[config.mk]
export PLATFORM = sky130hd
export DESIGN_NAME = frame_streamer
export DESIGN_NICKNAME = d
export VERILOG_FILES = /design/src/rtl/frame_streamer_pkg.sv /design/src/rtl/frame_streamer.sv
export SDC_FILE = /design/constraint.sdc
export NUM_CORES = 1
export LEC_CHECK = 0
export BUFFER_PORTS_ARGS = -buffer_cell sky130_fd_sc_hd__buf_2
export CAP_MARGIN = 30
export CORE_UTILIZATION = 54
export DETAILED_ROUTE_END_ITERATION = 10
export GPL_TIMING_DRIVEN = 0
export PLACE_DENSITY = 0.84
export SYNTH_ARGS = -nofsm -noshare
export SYNTH_HDL_FRONTEND = slang
export SYNTH_SLANG_ARGS = --single-unit
export TNS_END_PERCENT = 50
[constraint.sdc]
create_clock -name clk -period 6.19 [get_ports clk]
set_input_delay 0.3095 -clock clk [delete_from_list [all_inputs] [get_ports clk]]
set_output_delay 0.3095 -clock clk [all_outputs]
set_load 0.05 [all_outputs]
[src/rtl/frame_streamer_pkg.sv]
// Shared constants and FSM encoding for the frame streamer.
package frame_streamer_pkg;

    localparam int FRAME_BYTES = 16;
    localparam int FRAME_WIDTH = 128;
    localparam int INDEX_W     = $clog2(FRAME_BYTES);

    typedef enum logic [2:0] {
        S_IDLE,
        S_REQ,
        S_WAIT1,
        S_WAIT2,
        S_SHIFT
    } state_t;

endpackage

[src/rtl/frame_streamer.sv]
// Fetches 128-bit frames from an upstream buffer RAM and streams them
// out as 16 bytes over a valid/ready byte interface.
module frame_streamer
    import frame_streamer_pkg::*;
#(
    parameter int BUFFLENLOG2    = 9,
    parameter bit BYTE_ORDER_LSB = 1'b1
) (
    input  logic                   clk,
    input  logic                   rst,
    input  logic                   Enable,
    input  logic [BUFFLENLOG2-1:0] FramesCnt,
    output logic                   FrameNext,
    input  logic [FRAME_WIDTH-1:0] Frame,
    output logic [7:0]             TxData,
    output logic                   TxValid,
    input  logic                   TxReady,
    output logic                   TxLast,
    output logic                   Busy,
    output logic [15:0]            FramesSent
);

    localparam logic [INDEX_W-1:0] LAST_INDEX = INDEX_W'(FRAME_BYTES - 1);

    state_t                   r_state;
    state_t                   w_state_next;
    logic [FRAME_WIDTH-1:0]   r_frame;
    logic [INDEX_W-1:0]       r_index;
    logic [15:0]              r_sent;
    logic [INDEX_W-1:0]       w_sel;
    logic                     w_accept;
    logic                     w_last;

    always_ff @(posedge clk or posedge rst) begin
        if (rst) r_state <= S_IDLE;
        else     r_state <= w_state_next;
    end

    always_comb begin
        w_state_next = r_state;
        case (r_state)
            S_IDLE:  if (Enable && (FramesCnt != '0)) w_state_next = S_REQ;
            S_REQ:   w_state_next = S_WAIT1;
            S_WAIT1: w_state_next = S_WAIT2;
            S_WAIT2: w_state_next = S_SHIFT;
            S_SHIFT: if (w_accept && w_last) w_state_next = S_IDLE;
            default: w_state_next = S_IDLE;
        endcase
    end

    assign w_last   = (r_state == S_SHIFT) && (r_index == LAST_INDEX);
    assign w_accept = (r_state == S_SHIFT) && TxReady;

    // Upstream RAM read latency is two cycles after the FrameNext edge.
    always_ff @(posedge clk or posedge rst) begin
        if (rst) begin
            r_frame <= '0;
            r_index <= '0;
            r_sent  <= '0;
        end else begin
            if (r_state == S_WAIT2) begin
                r_frame <= Frame;
                r_index <= '0;
            end else if (w_accept) begin
                if (w_last) r_sent  <= r_sent + 16'd1;
                else        r_index <= r_index + 1'b1;
            end
        end
    end

    assign w_sel = BYTE_ORDER_LSB ? r_index : (LAST_INDEX - r_index);

    assign FrameNext  = (r_state == S_REQ);
    assign TxValid    = (r_state == S_SHIFT);
    assign TxLast     = w_last;
    assign TxData     = (r_state == S_SHIFT) ? r_frame[{w_sel, 3'b000} +: 8] : '0;
    assign Busy       = (r_state != S_IDLE);
    assign FramesSent = r_sent;

endmodule

==> results of run 1 <==
-- Yosys cell counts, drive strengths merged --
library cell | count | area share (%)
mux2 | 1 | 0.16
nor3 | 6 | 0.67
nand3b | 1 | 0.11
nor4bb | 1 | 0.15
nand4 | 4 | 0.36
buf | 21 | 1.6
nand3 | 8 | 0.76
dfrtp | 151 | 55
and3b | 1 | 0.13
or3 | 1 | 0.091
o22ai | 1 | 0.091
a21oi | 2 | 0.15
inv | 4 | 0.22
a22oi | 8 | 0.87
nand4bb | 1 | 0.16
nand2 | 395 | 22
or3b | 1 | 0.13
nor3b | 2 | 0.38
o21ai | 12 | 0.87
and3 | 1 | 0.091
xnor2 | 12 | 1.5
clkbuf | 20 | 1.1
nor2 | 7 | 0.38
mux4 | 32 | 10
mux2i | 9 | 1.3
ha | 2 | 0.36
and4 | 1 | 0.13
and4b | 1 | 0.15
xor2 | 4 | 0.51
nor4 | 3 | 0.49
-- worst max-delay path, delay by kind of cell (launching register included) --
family	cells	cell delay (ns)
buf+inv	3	1.03
mux	2	0.67
flops	1	0.35
compound gates	1	0.18
-- cells by family after synthesis --
group	after synthesis	synth area share (%)
xor gates and xnor gates	16	2.04
buffers and inverters	45	2.88
AOI/OAI and AO/OA	23	1.99
muxes	42	12.0
adders and majority gates	2	0.364
and+or+nand+nor	434	25.8
DFF	151	55.0
-- layout by cell type (no fill, tap or decap), types with 2 or more instances in the layout --
master / instances
clkinv_2: 6
buf_2: 185
nand3_1: 7
nand4_1: 4
buf_4: 2
mux4_2: 32
o21ai_0: 8
clkbuf_1: 22
clkbuf_8: 5
xnor2_1: 12
xor2_1: 4
ha_1: 2
nor4_1: 2
dfrtp_1: 151
nor3_1: 4
a22oi_1: 8
nor2_1: 7
inv_1: 3
buf_1: 2
a21oi_1: 2
nand2_1: 395
o21ai_1: 4
mux2i_1: 9
clkbuf_16: 17
-- sequential cells by signal, indices dropped and copies added, names as in the netlist --
register    cells
r_index         4
r_state         3
r_frame       128
FramesSent     16
-- metal layers --
metal	global-route usage (%)	wire length [microns]	part of all wire (%)
met5	0	0	0
met4	12.8	483	2.7
met2	47.7	8390	47
met1	39.2	7610	43
met3	6.54	1280	7.2
-- power by group through the flow --
stage | registers (mW) | clock network (mW) | logic [mW]
2_1_floorplan | 1.58 | 0 | 1.13
3_3_place_gp | 1.64 | 0 | 1.47
3_5_place_dp | 1.67 | 0 | 1.51
4_1_cts | 1.66 | 0.964 | 1.53
5_1_grt | 1.71 | 1.01 | 1.69
6_report | 1.67 | 0.954 | 1.52
-- final timing paths --
kind	start	endpoint	slack, ns	cells past startpoint
max	r_index[1]$_DFFE_PP0P_	TxData[1]	3.23	6
min	Frame[87]	r_frame[87]$_DFFE_PP0P_	0.07	3
max reg2reg	r_state[2]$_DFFE_PP0P_	r_frame[100]$_DFFE_PP0P_	4.06	6
min reg2reg	r_frame[124]$_DFFE_PP0P_	r_frame[124]$_DFFE_PP0P_	0.47	2
max in group asynchronous	rst	r_frame[45]$_DFFE_PP0P_	4.85	4
min in group asynchronous	rst	r_frame[20]$_DFFE_PP0P_	0.50	3
-- final cells by class --
| cell class | count | area (sq um) |
|---|---|---|
| Fill cell | 969 | 3700 |
| Sequential cell | 151 | 3780 |
| Multi-Input combinational cell | 517 | 2890 |
| Clock inverter | 8 | 46.3 |
| Inverter | 4 | 20.0 |
| Clock buffer | 24 | 502 |
| Buffer | 41 | 183 |
| Timing Repair Buffer | 170 | 878 |
| Tap cell | 168 | 210 |
-- stage by stage --
step           setup slack, ns  utilization, %  hold slack (ns)  total power, mW
2_1_floorplan             1.82               -            0.415             2.71
3_3_place_gp             0.205            64.9            0.452             3.11
3_5_place_dp              3.74            65.1            0.422             3.18
4_1_cts                   3.24            69.7           0.0581             4.15
5_1_grt                   3.10            69.7           0.0742             4.41
6_report                  3.23            69.7           0.0713             4.14
-- repair_timing --
item	in CTS	in global routing
hold endpoints to repair	59	0
gates resized for setup	0	0
hold buffers	1	0
setup endpoints to repair	0	0
==> flow_metrics.env, run 1 <==
export IMPL_synthCells=713
export IMPL_pwr_density_cell_mw_per_mm2=486
export IMPL_tightest_slew_ns=0.767
export IMPL_hold_violations=0
export IMPL_avgRoutedWirePerCell_microns=16.4
export IMPL_fin_crit_ns=2.96
export IMPL_hp_class="primary input to register"
export IMPL_root_buffer="clkbuf_16"
export IMPL_layoutNonFillerInstCount=1083
export IMPL_grt_pass1_vias=5744
export IMPL_drtPass1Iterations=5
export IMPL_finClkSkew_ns=0.00617
export IMPL_syn_nets=856
export IMPL_dp_cells=1050
export IMPL_peakVddDrop_mv=0.245
export IMPL_design_area_sq_mm=0.00851
export IMPL_hpwlAfterDp_mm=12.9
export IMPL_grt_max_degree=93
export IMPL_syn_area_sq_mm=0.00687
export IMPL_core_area_sq_mm=0.0122
export IMPL_slew_limit_headroom_pct=48.9
export IMPL_crit_arrival_ns=2.65
export IMPL_totalNegativeSetupSlack_ns=0
export IMPL_crit_top_cell="buf_2"
export IMPL_antenna_cells=0
export IMPL_fmax_ghz=0.338
export IMPL_vias=5710
export IMPL_path_class="register to primary output"
export IMPL_outcome="complete, no violations"
export IMPL_cts_buffers_inserted=17
export IMPL_cap_violations=0
export IMPL_grt_util_all_layers_pct=29.6
export IMPL_nNetsFinal=1045
export IMPL_die_w_microns=115
export IMPL_setup_viol=0
export IMPL_die_area_sq_mm=0.0132
export IMPL_placed_area_sq_mm=0.00795
export IMPL_cts_sinks=151
export IMPL_ant_nets=0
export IMPL_tritoncts="built"
export IMPL_period_share_pct=47.9
export IMPL_p_leak_nw=4.49
export IMPL_cp_slowest_stage_delay_ns=0.55
export IMPL_clkPwrFrac_pct=23.1
export IMPL_intPower_mw=2.62
export IMPL_grt_first_pass_wirelength_mm=28.6
export IMPL_combPwrFrac_pct=36.6
export IMPL_htreeDepth=4
export IMPL_antenna_found_initial=0
export IMPL_yosysSeqAreaShare_pct=55.0
export IMPL_clk_pin_slew_ns=0.06
export IMPL_drt_iter0_markers=405
export IMPL_ioPinCount=169
export IMPL_avgViaCountPerCell=5.27
export IMPL_yosysWarnings=0
export IMPL_cp_end_kind="primary output"
export IMPL_row_count=40
export IMPL_crit_fanout=10
export IMPL_drive_gt1_share_pct=28.1
export IMPL_post_cts_buffers=0
export IMPL_worstPathCellList="buf_2, clkbuf_1, mux4_2, mux2i_1, o21ai_0, buf_2"
export IMPL_route_detailed_drc=0
export IMPL_areaGrowthSynthToFinish_pct=23.9
export IMPL_die_h_microns=115
export IMPL_gp_congestion=0.820
export IMPL_start_util_pct=56.3
export IMPL_rsz0062_at_grt="false"
export IMPL_power_switching_mw=1.52
export IMPL_ys_ff_latch=151
export IMPL_port_buffers=168
export IMPL_slowest_stage="clkbuf_1"
export IMPL_ys_types=38
export IMPL_cp_start_kind="register"
export IMPL_avgSynthCellArea_sq_um=9.64
export IMPL_worstPathRequired_ns=5.88
export IMPL_grt_ovfl_total=0
export IMPL_drt_wl_total_mm=17.8
export IMPL_cts_buffer_depth=2
export IMPL_p_seq_share_pct=40.3
export IMPL_clk_latency_ns=0.43
export IMPL_slew_viol_final=0
export IMPL_p_sw_share_pct=36.6
Power figures use the tool's default switching activity.
==> run 2, diff against run 1 <==
==> constraint.sdc (replaced) <==
create_clock -name clk -period 3 [get_ports clk]
set_input_delay 0.15 -clock clk [delete_from_list [all_inputs] [get_ports clk]]
set_output_delay 0.15 -clock clk [all_outputs]
set_load 0.05 [all_outputs]
==> run 2 against run 1 <==
  * Flip-flop and latch count did not move
  * Design area rose by 17%
  * Combinational power rose by 130%
  * Via count rose by 20%
  * Routed wire length rose by 39%
==> flow_metrics.env, run 2 (synthesis results as in run 1) <==
export IMPL_outcome="complete, no violations"
export IMPL_met2_usage_pct=69.9
export IMPL_crit_start="r_index[1]$_DFFE_PP0P_"
export IMPL_reg2reg_depth=6
export IMPL_ioPinCount=169
export IMPL_cap_violations=0
export IMPL_layoutNonFillerInstCount=1217
export IMPL_htreeDepth=4
export IMPL_cts_sinks=151
export IMPL_power_mw=9.35
export IMPL_fmax_ghz=0.349
export IMPL_root_buffer="clkbuf_16"
export IMPL_start_util_pct=56.3
export IMPL_core_area_sq_mm=0.0122
export IMPL_use_met3_pct=11.3
export IMPL_die_area_sq_mm=0.0132
export IMPL_clk_latency_ns=0.43
export IMPL_port_buffers=168
export IMPL_hold_violations=0
export IMPL_grt_ovfl_total=0
export IMPL_worstPathRequired_ns=2.85
export IMPL_cp_end_kind="primary output"
export IMPL_grt_util_all_layers_pct=40.8
export IMPL_die_w_microns=115
export IMPL_tightest_slew_ns=0.779
export IMPL_antenna_found_initial=2
export IMPL_dp_cells=1053
export IMPL_rsz0062_at_grt="false"
export IMPL_pwr_density_cell_mw_per_mm2=940
export IMPL_vias=6854
export IMPL_setup_viol=0
export IMPL_avgViaCountPerCell=5.63
export IMPL_post_cts_buffers=0
export IMPL_path_class="register to primary output"
export IMPL_gp_congestion=0.812
export IMPL_drt_wl_total_mm=24.6
export IMPL_areaGrowthSynthToFinish_pct=44.9
export IMPL_crit_arrival_ns=2.71
export IMPL_drtPass1Iterations=5
export IMPL_final_common_cell="nand2_1"
export IMPL_n_fill_cell=692
export IMPL_final_cell_mix="nand2_1, buf_2, dfrtp_1"
export IMPL_grt_first_pass_wirelength_mm=38.7
export IMPL_drt_iter0_markers=831
export IMPL_min_delay_start="Enable"
export IMPL_route_detailed_drc=0
export IMPL_slew_limit_headroom_pct=48.1
export IMPL_cts_buffers_inserted=17
export IMPL_slew_viol_final=0
export IMPL_tritoncts="built"
export IMPL_cts_buffer_depth=2
export IMPL_met1_usage_pct=46.9
export IMPL_period_share_pct=95.4
export IMPL_cts_resized=0
export IMPL_row_count=40
export IMPL_largest_reg_flops=128
export IMPL_p_leak_nw=5.08
export IMPL_crit_fanout=10
export IMPL_nNetsFinal=1176
export IMPL_avgRoutedWirePerCell_microns=20.3
export IMPL_grt_max_degree=44
export IMPL_fin_crit_ns=2.86
export IMPL_busiest_layer="met2"
export IMPL_cp_start_kind="register"
export IMPL_finClkSkew_ns=0.00651
export IMPL_ant_nets=0
export IMPL_regMostFlops="r_frame"
export IMPL_grt_pass1_vias=7338
export IMPL_totalNegativeSetupSlack_ns=0
export IMPL_die_h_microns=115
export IMPL_r2r_start="r_state[2]$_DFFE_PP0P_"
export IMPL_peakVddDrop_mv=0.571
export IMPL_hold_depth=3
export IMPL_clk_pin_slew_ns=0.06
export IMPL_drive_gt1_share_pct=24.7
export IMPL_hp_class="primary input to register"
export IMPL_hpwlAfterDp_mm=13.0
[run 2: cell type report]
| class | count | area (sq um) | share of cell area [%] |
|---|---|---|---|
| clock buffers | 24 | 482 | 4.84 |
| inverters | 4 | 18.8 | 0.189 |
| well taps | 168 | 210 | 2.11 |
| flip-flops and latches | 151 | 3780 | 38.0 |
| diodes | 3 | 7.51 | 0.0754 |
| plain buffers | 41 | 183 | 1.84 |
| multi-input cells | 517 | 2890 | 29.1 |
| repair buffers | 301 | 2210 | 22.2 |
| clock inverters | 8 | 168 | 1.68 |
[run 2: power breakdown]
part / internal [mW] / switching (mW) / total, mW
combinational: 1.43 / 2.02 / 3.46
sequential: 2.94 / 0.575 / 3.51
clock: 1.54 / 0.843 / 2.38
[run 2: per-layer routing]
metal  share of wire (%)  vias to the layer above
li1                    -                     2960
met1                  36                     3265
met2                  51                      492
met3                 8.3                      137
met4                 5.2                        0
met5                   0                        -
[run 2: worst paths after layout]
check | to | slack [ns]
worst min-delay path | r_state[0]$_DFFE_PP0P_ | 0.04
worst max register to register | r_frame[43]$_DFFE_PP0P_ | 0.81
worst min register to register | r_frame[12]$_DFFE_PP0P_ | 0.48
max in group asynchronous | r_frame[84]$_DFFE_PP0P_ | 1.38
min in group asynchronous | r_frame[22]$_DFFE_PP0P_ | 0.35
worst max-delay path | TxData[2] | 0.14
[run 2: critical path: stages (launching register included)]
cell	delay, ns
dfrtp_1	0.35
buf_2	0.25
clkbuf_1	0.63
mux4_2	0.34
mux2i_1	0.11
o21ai_0	0.28
buf_2	0.32
[run 2: what timing repair did]
action	in CTS	in global routing
hold buffers	129	0
endpoints found under the setup margin	0	0
hold endpoints to repair	146	0
[run 2: through the flow]
step	hold WS (ns)	utilization [%]	instance area [sq um]	setup slack (ns)
global placement	0.342	64.9	7930	0.0582
global route	0.0439	81.5	9950	0.0856
finish	0.0375	81.5	9950	0.137
detailed placement	0.185	65.6	8010	0.693
CTS	0.0493	81.4	9950	0.220
floorplan	0.255	-	6870	0.116
